[config.mk]
export PLATFORM = sky130hd
export DESIGN_NAME = session_tx_scheduler
export DESIGN_NICKNAME = d
export VERILOG_FILES = /design/src/rtl/session_tx_scheduler.sv
export SDC_FILE = /design/constraint.sdc
export NUM_CORES = 1
export LEC_CHECK = 0
export BUFFER_PORTS_ARGS = -buffer_cell sky130_fd_sc_hd__buf_2
export CORE_MARGIN = 1
export CORE_UTILIZATION = 55
export CTS_CLUSTER_DIAMETER = 80
export CTS_CLUSTER_SIZE = 25
export DETAILED_ROUTE_END_ITERATION = 12
export PLACE_DENSITY = 0.78
export SYNTH_ARGS = -nofsm -noshare
export SYNTH_HDL_FRONTEND = slang
export SYNTH_SLANG_ARGS = --single-unit
[constraint.sdc]
create_clock -name clk -period 2 [get_ports clk]
set_input_delay 0.4 -clock clk [delete_from_list [all_inputs] [get_ports clk]]
set_output_delay 0.4 -clock clk [all_outputs]
set_load 0.01 [all_outputs]
[src/rtl/session_tx_scheduler.sv]
// Session-layer tx scheduler: turns rx events and session timers into pending admin
// requests, arbitrates them with application traffic onto one composer, owns MsgSeqNum.
module session_tx_scheduler #(
    parameter int HB_CYCLES     = 1000,
    parameter int COUNTER_DEPTH = 32
) (
    input  logic                     clk,
    input  logic                     rst,
    input  logic                     rx_new_msg_i,
    input  logic [2:0]               rx_error_i,
    input  logic [3:0]               rx_type_i,
    input  logic                     app_req_i,
    output logic                     app_gnt_o,
    output logic                     tx_start_o,
    output logic [3:0]               tx_type_o,
    output logic [COUNTER_DEPTH-1:0] tx_seqnum_o,
    input  logic                     tx_done_i,
    output logic                     session_active_o
);
    localparam logic [3:0] T_LOGON   = 4'd1;
    localparam logic [3:0] T_LOGOUT  = 4'd2;
    localparam logic [3:0] T_HB      = 4'd3;
    localparam logic [3:0] T_TESTREQ = 4'd4;
    localparam logic [3:0] T_RESEND  = 4'd5;
    localparam logic [3:0] T_REJECT  = 4'd6;
    localparam logic [3:0] T_APP     = 4'd8;

    localparam int P_LOGOUT  = 0;
    localparam int P_REJECT  = 1;
    localparam int P_RESEND  = 2;
    localparam int P_LOGON   = 3;
    localparam int P_TESTREQ = 4;
    localparam int P_HB      = 5;

    localparam int HBW = $clog2(HB_CYCLES);
    localparam int RXW = $clog2(3 * HB_CYCLES + 2);
    localparam logic [HBW-1:0] HB_LAST    = HBW'(HB_CYCLES - 1);
    localparam logic [RXW-1:0] RX_TESTREQ = RXW'(2 * HB_CYCLES);
    localparam logic [RXW-1:0] RX_LOGOUT  = RXW'(3 * HB_CYCLES);
    localparam logic [COUNTER_DEPTH-1:0] SEQ_ONE = COUNTER_DEPTH'(1);

    typedef enum logic [1:0] {SESS_DOWN = 2'd0, SESS_ACTIVE = 2'd1, SESS_CLOSING = 2'd2} sess_t;
    typedef enum logic {TX_IDLE = 1'b0, TX_WAIT = 1'b1} tx_state_t;

    sess_t                    sess;
    tx_state_t                tx_state, tx_state_next;
    logic [5:0]               pend, pend_set, pend_clr;
    logic [3:0]               win_type, type_q;
    logic                     grant, active, rx_ok, rx_clean, hb_fire, done_ev, logout_done;
    logic [HBW-1:0]           hb_cnt;
    logic [RXW-1:0]           rx_cnt;
    logic [COUNTER_DEPTH-1:0] seq;

    assign active      = (sess == SESS_ACTIVE);
    assign rx_ok       = rx_new_msg_i && (sess != SESS_DOWN);
    assign rx_clean    = rx_new_msg_i && (rx_error_i == 3'd0);
    assign done_ev     = (tx_state == TX_WAIT) && tx_done_i;
    assign logout_done = done_ev && (type_q == T_LOGOUT);
    // A start resets the heartbeat interval, so it pre-empts the timer firing.
    assign hb_fire     = active && !grant && (hb_cnt == HB_LAST);

    always_comb begin
        pend_set = '0;
        pend_set[P_LOGOUT]  = (rx_ok && (rx_error_i == 3'd2 || rx_error_i == 3'd4))
                            || (rx_clean && active && rx_type_i == T_LOGOUT)
                            || (active && rx_cnt == RX_LOGOUT);
        pend_set[P_REJECT]  = rx_ok && (rx_error_i == 3'd3 || rx_error_i == 3'd5);
        pend_set[P_RESEND]  = rx_ok && (rx_error_i == 3'd6);
        pend_set[P_LOGON]   = rx_clean && (sess == SESS_DOWN) && rx_type_i == T_LOGON;
        pend_set[P_TESTREQ] = active && (rx_cnt == RX_TESTREQ);
        pend_set[P_HB]      = (rx_clean && active && rx_type_i == T_TESTREQ) || hb_fire;
    end

    // Fixed-priority arbitration; only logout and logon may go out outside ACTIVE.
    always_comb begin
        grant    = 1'b0;
        win_type = 4'd0;
        pend_clr = '0;
        if (tx_state == TX_IDLE) begin
            grant = 1'b1;
            if (pend[P_LOGOUT]) begin
                win_type = T_LOGOUT;  pend_clr[P_LOGOUT] = 1'b1;
            end else if (pend[P_REJECT] && active) begin
                win_type = T_REJECT;  pend_clr[P_REJECT] = 1'b1;
            end else if (pend[P_RESEND] && active) begin
                win_type = T_RESEND;  pend_clr[P_RESEND] = 1'b1;
            end else if (pend[P_LOGON]) begin
                win_type = T_LOGON;   pend_clr[P_LOGON] = 1'b1;
            end else if (pend[P_TESTREQ] && active) begin
                win_type = T_TESTREQ; pend_clr[P_TESTREQ] = 1'b1;
            end else if (pend[P_HB] && active) begin
                win_type = T_HB;      pend_clr[P_HB] = 1'b1;
            end else if (active && app_req_i) begin
                win_type = T_APP;
            end else begin
                grant = 1'b0;
            end
        end
    end

    always_comb begin
        tx_state_next = tx_state;
        case (tx_state)
            TX_IDLE: if (grant) tx_state_next = TX_WAIT;
            TX_WAIT: if (tx_done_i) tx_state_next = TX_IDLE;
            default: tx_state_next = TX_IDLE;
        endcase
    end

    always_ff @(posedge clk) begin
        if (rst) tx_state <= TX_IDLE;
        else     tx_state <= tx_state_next;
    end

    always_ff @(posedge clk) begin
        if (rst) begin
            sess   <= SESS_DOWN;
            pend   <= '0;
            type_q <= 4'd0;
            seq    <= SEQ_ONE;
            hb_cnt <= '0;
            rx_cnt <= '0;
        end else begin
            if (grant) type_q <= win_type;
            // Set beats a same-cycle grant clear; a finished logout wipes everything.
            pend <= logout_done ? '0 : ((pend & ~pend_clr) | pend_set);

            if (logout_done)             sess <= SESS_DOWN;
            else if (pend_set[P_LOGOUT]) sess <= SESS_CLOSING;
            else if (done_ev && type_q == T_LOGON) sess <= SESS_ACTIVE;

            if (logout_done)  seq <= SEQ_ONE;
            else if (done_ev) seq <= (seq == '1) ? SEQ_ONE : seq + SEQ_ONE;

            if (!active || grant || hb_cnt == HB_LAST) hb_cnt <= '0;
            else                                       hb_cnt <= hb_cnt + HBW'(1);

            if (!active || rx_new_msg_i) rx_cnt <= '0;
            else                         rx_cnt <= rx_cnt + RXW'(1);
        end
    end

    assign tx_start_o       = grant;
    assign app_gnt_o        = grant && (win_type == T_APP);
    assign tx_type_o        = grant ? win_type : type_q;
    assign tx_seqnum_o      = seq;
    assign session_active_o = active;
endmodule

# Word level (Yosys, flattened, before mapping)

Cells that the tools add are included.

Add/sub/neg operators: 3
Eq/ne operators: 16
Muxes and demuxes: 35
Bitwise logic cells: 4
Reductions and logical operators: 41

Operator list:

| cell                                                  | number |
|---|---|
| two-way mux 4 bit                                     | 10 |
| adder 32 x 1 -> 32 bit, second input constant         | 1 |
| equality test 32 bit, second input constant           | 1 |
| two-way mux 32 bit                                    | 1 |
| logical AND 1 bit                                     | 23 |
| two-way mux 1 bit                                     | 17 |
| adder 12 x 1 -> 12 bit, second input constant         | 1 |
| equality test 12 x 11 -> 1 bit, second input constant | 1 |
| equality test 12 bit, second input constant           | 1 |
| adder 10 x 1 -> 10 bit, second input constant         | 1 |
| equality test 10 bit, second input constant           | 1 |
| equality test 3 bit, second input constant            | 3 |
| equality test 4 x 1 -> 1 bit, second input constant   | 2 |
| equality test 4 x 2 -> 1 bit, second input constant   | 2 |
| logical OR 1 bit                                      | 8 |
| bitwise AND 6 bit                                     | 1 |
| equality test 3 x 2 -> 1 bit, second input constant   | 2 |
| two-way mux 2 bit                                     | 3 |
| two-way mux 6 bit                                     | 1 |
| inverter 6 bit                                        | 1 |
| OR 6 bit                                              | 1 |
| OR reduction 2 bit                                    | 3 |
| two-way mux 5 bit                                     | 1 |
| equality test 4 x 3 -> 1 bit, second input constant   | 1 |
| other kinds (10)                                      | 12 |

Flip-flop bits (word level): 67
Bits of input ports: 12
Word-level logic and storage cells: 107

# Depth between registers and ports, before layout

Depth in word-level cells: 15
Gate-level depth with buffers: 8
Gate-level depth less buffers: 7

# Least setup slack after synthesis

No wires, ideal clock.

Path kind: register to register
From: register seq[16] (netlist: tx_seqnum_o[16])
To: register seq[2] (netlist: tx_seqnum_o[2])
Arrival time: 1712 ps
Required time: 1885 ps
Path slack: 173 ps
Cell stages (with the launch flop): 8
Buffers on the path: 2
Period minus slack after synthesis: 1827 ps
Path through: dfxtp_1 nand4_2 nor4_4 and3_1 a31o_2 buf_6 buf_6 nor2_1

Cells in the longest elaborated chain, start to end: 2

Ends and longest elaborated chain:

| what                   | RTL line | source |
|---|---|---|
| start, declared        | 52       | `logic [COUNTER_DEPTH-1:0] seq;` |
| start signal, assigned | 133      | `else if (done_ev) seq <= (seq == '1) ? SEQ_ONE : seq + SEQ_ONE;` |
| equality test 32 bit   | 133      |  |
| two-way mux 32 bit     | 133      |  |

No other way between the ends.
A chain may end at the register's enable or synchronous reset.

# Worst setup path after layout

From: register pend[2]
To: output tx_type_o[1]

Cells in the longest elaborated chain, start to end: 6
Elaborated cells between the ends (all ways): 10
Those cells by class: mux (9); reduce/logical (1)

Ends and longest elaborated chain:

| what                                                   | RTL line | source |
|---|---|---|
| start, declared                                        | 47       | `logic [5:0] pend, pend_set, pend_clr;` |
| start signal, assigned                                 | 126      | `pend <= logout_done ? '0 : ((pend & ~pend_clr) \| pend_set);` |
| logical AND 1 bit (*)                                  | 85       | `end else if (pend[P_RESEND] && active) begin` |
| two-way mux 4 bit or two-way mux 1 bit (tied branches) | 85       |  |
| two-way mux 4 bit or two-way mux 1 bit (tied branches) | 83       | `end else if (pend[P_REJECT] && active) begin` |
| two-way mux 4 bit or two-way mux 1 bit (tied branches) | 81       | `if (pend[P_LOGOUT]) begin` |
| two-way mux 4 bit or two-way mux 1 bit (tied branches) | 79       | `if (tx_state == TX_IDLE) begin` |
| two-way mux 4 bit (*)                                  | -        |  |
| end, declared                                          | 15       | `output logic [3:0] tx_type_o,` |

Every way passes the cells marked *; elsewhere a longest branch is shown, timed or not.

==> metrics <==
clock buffer depth=2; maxcap violations=0; clk sink count=67; DR vias=2837; sequential share of power=0.555; global-route wire length before repair=12.0 mm; Tot Pwr=2.40 mW; cell count after synthesis=about 360; Data required, critical path=roughly 1.6 ns; Slew @ Worst Pin=0.427 ns; Fillers=410; Main synth FF type=dfxtp_1; Via density=5.52; arrival time at the worst endpoint=roughly 1.8 ns; post-route clock period utilization=1.11; CP Class=register to output port; top-area cell type share of the netlist area=0.434; Placer Congestion=0.829; CTS root buffer=clkbuf_8; Worst setup EP type=output port; outcome=finished with violations; Max Clk Rate=0.451 GHz; CTS tree=yes; TritonCTS buffer count=9; crit path time final=2.22 ns; IO Pins=51; clock network power share=0.425; Distinct cells, synth=48; wirelength, routed=7.20 mm; Synth Cell Area=3090 µm²; area of the multi-input gates=1710 µm²; Leakage=1.55 nW; CP max FO=3; H-tree depth=3; EDFF count, synth=0; DR WL/cell=14.0 µm; post-route ant nets=0; Die W=77.0 µm; synth warn=0; Hold Buf Count CTS=0; clock slew at reported path FFs=around 0.070 ns; Cell Int Power=between 1.5 and 2 mW; antenna cell count=0; failing checks=setup timing; Hold WC Path Type=input port to register; Worst Clk Skew=0.00585 ns; clk_lat worst skew=0.35 ns; DRC viols=0; 1st-pass router iterations=4; sequential element share of the synthesized area=0.434; vias in the first global route=between 2000 and 3000; final setup fails=6; die span in y=77.0 µm; detailed placement HPWL=4.81 mm; DIE AREA=5920 µm²; Comb power frac=0.020; Core ar.=5270 µm²; gr ovfl total=0; port bufs=50; mean area per synthesized cell=about 8.7 µm²; Switching Fraction=0.212; net switching power=508 µW; slew margin rel.=0.715; setup TNS=-0.927 ns; synthesized netlist net count=about 370; Total GRT Usage=0.258; initial antenna violation count=0; synthesized flop and latch total=67; row count=26; area grow syn2layout=25.4%; Critical Path Source Type=register; Final #Nets=456; final setup margin=-0.216 ns; area leader, netlist=dfxtp_1; Max Slew Vio Count=0; VDD IR-drop max=about 0.5 mV; unrepaired setup endpoints after global routing=yes; largest net degree at the start of global routing=28; register area=1350 µm²; Hold Fails Final Rpt=0; DRT iter0 DRCs=111; Starting Density=0.586; Power Dens Cells=between 600 and 700 nW/µm²; layout cells sized above 1=0.259; async set-or-reset flop fraction in the synthesized netlist=0; top post-synthesis cells by area=dfxtp_1 (43%), nor2_1 (8.6%), xor2_1 (7.9%), xnor2_1 (5.4%), nand2_1 (3.6%)
## layout make-up
cell class	count	share of cell area
Multi-Input combinational cell	271	0.442
Sequential cell	67	0.347
Clock inverter	2	0.00258
Inverter	13	0.0132
Tap cell	70	0.0226
Clock buffer	13	0.0436
Timing Repair Buffer	78	0.129
## critical path, stage by stage (launching register included)
cell and delay (ns):
dfxtp_2 0.32, or2_4 0.26, o41ai_4 0.22, a21o_1 0.23, inv_2 0.06, nand3b_1 0.10, o21a_1 0.15, buf_2 0.13
## flip-flops by register name (all words and copies together), names as in the netlist
signal and flops:
type_q 4, pend 6, hb_cnt 10, tx_seqnum_o 32
sess 2, tx_state 1, rx_cnt 12
## metal layers
metal | GRT usage | share of wire
met5 | 0 | 0
met4 | 0.125 | 0.025
met3 | 0.0893 | 0.053
met2 | 0.430 | 0.48
met1 | 0.293 | 0.44
## power groups by stage
stage	combinational (mW)	clock, mW	sequential [mW]
5_1_grt	0.0517	1.11	1.33
6_report	0.0478	1.02	1.33
2_1_floorplan	0.0249	0	1.36
3_5_place_dp	0.0457	0	1.36
4_1_cts	0.0464	1.05	1.33
3_3_place_gp	0.0446	0	1.36
## layout by cell type (no fill, tap or decap), types with 4 or more instances in the layout
master    Yosys  layout
clkbuf_8      0      12
and4_1        5       5
o21ai_0       6       6
xor2_1       28      28
dfxtp_1      67      64
xnor2_1      19      19
or3_1         4       4
nand2_1      30      29
buf_6         3       5
nor3_1        6       5
nand4b_1      5       5
nand4_1      11      11
buf_4         0      25
nor4_1        4       4
nand3_1      18      18
and3_1        9       8
a21oi_1      11      11
nor2_1       71      70
inv_1        11      11
buf_2         0      47
ha_1          4       4
## cell families (layout without fill, tap and decap cells)
group                    Yosys count  in the layout  synth area share
AO/OA/AOI/OAI                     31             31            0.0692
XOR/XNOR                          47             47             0.133
adder cells (fa/ha/maj)            4              4            0.0162
buffers and inverters             18            106            0.0291
flip-flops                        67             67             0.434
AND/OR/NAND/NOR                  189            189             0.318
## stage by stage
stage	setup WS [ns]	area, µm²	utilization	cells	hold slack, ns
6_report	-0.216	3880	0.736	514	0.264
4_1_cts	-0.207	3810	0.724	511	0.248
2_1_floorplan	0.173	3090	-	356	0.413
3_5_place_dp	0.0182	3530	0.671	489	0.443
5_1_grt	-0.340	3880	0.736	514	0.268
3_3_place_gp	0.0624	3530	0.671	489	0.424
## synthesized netlist by cell type (all sizes together) (2+ instances only)
master,instances
nor3,6
xor2,28
o21ai,6
a32o,2
a21oi,11
nand3,19
and4,5
nand4,13
dfxtp,67
or3,4
nor2b,2
and3,9
a31o,2
xnor2,19
and2,3
nor2,71
or4,4
a32oi,2
nand3b,2
inv,12
clkbuf,2
or2,2
buf,3
nand2b,4
ha,4
nand4b,5
nand2,30
nor4,6
## timing repair
item	CTS	global route
endpoints found under the setup margin	6	6
setup buffers	7	3
resized for setup	11	10
pin swaps	3	2
## worst paths after layout
kind	start	to	slack, ns	cells after the start
max	pend[2]	tx_type_o[1]	-0.22	7
min	rst	type_q[2]	0.26	2
max reg2reg	tx_seqnum_o[12]	tx_seqnum_o[29]	0.15	6
min reg2reg	hb_cnt[0]	hb_cnt[0]	0.45	1
(Power assumes the default switching activity.)
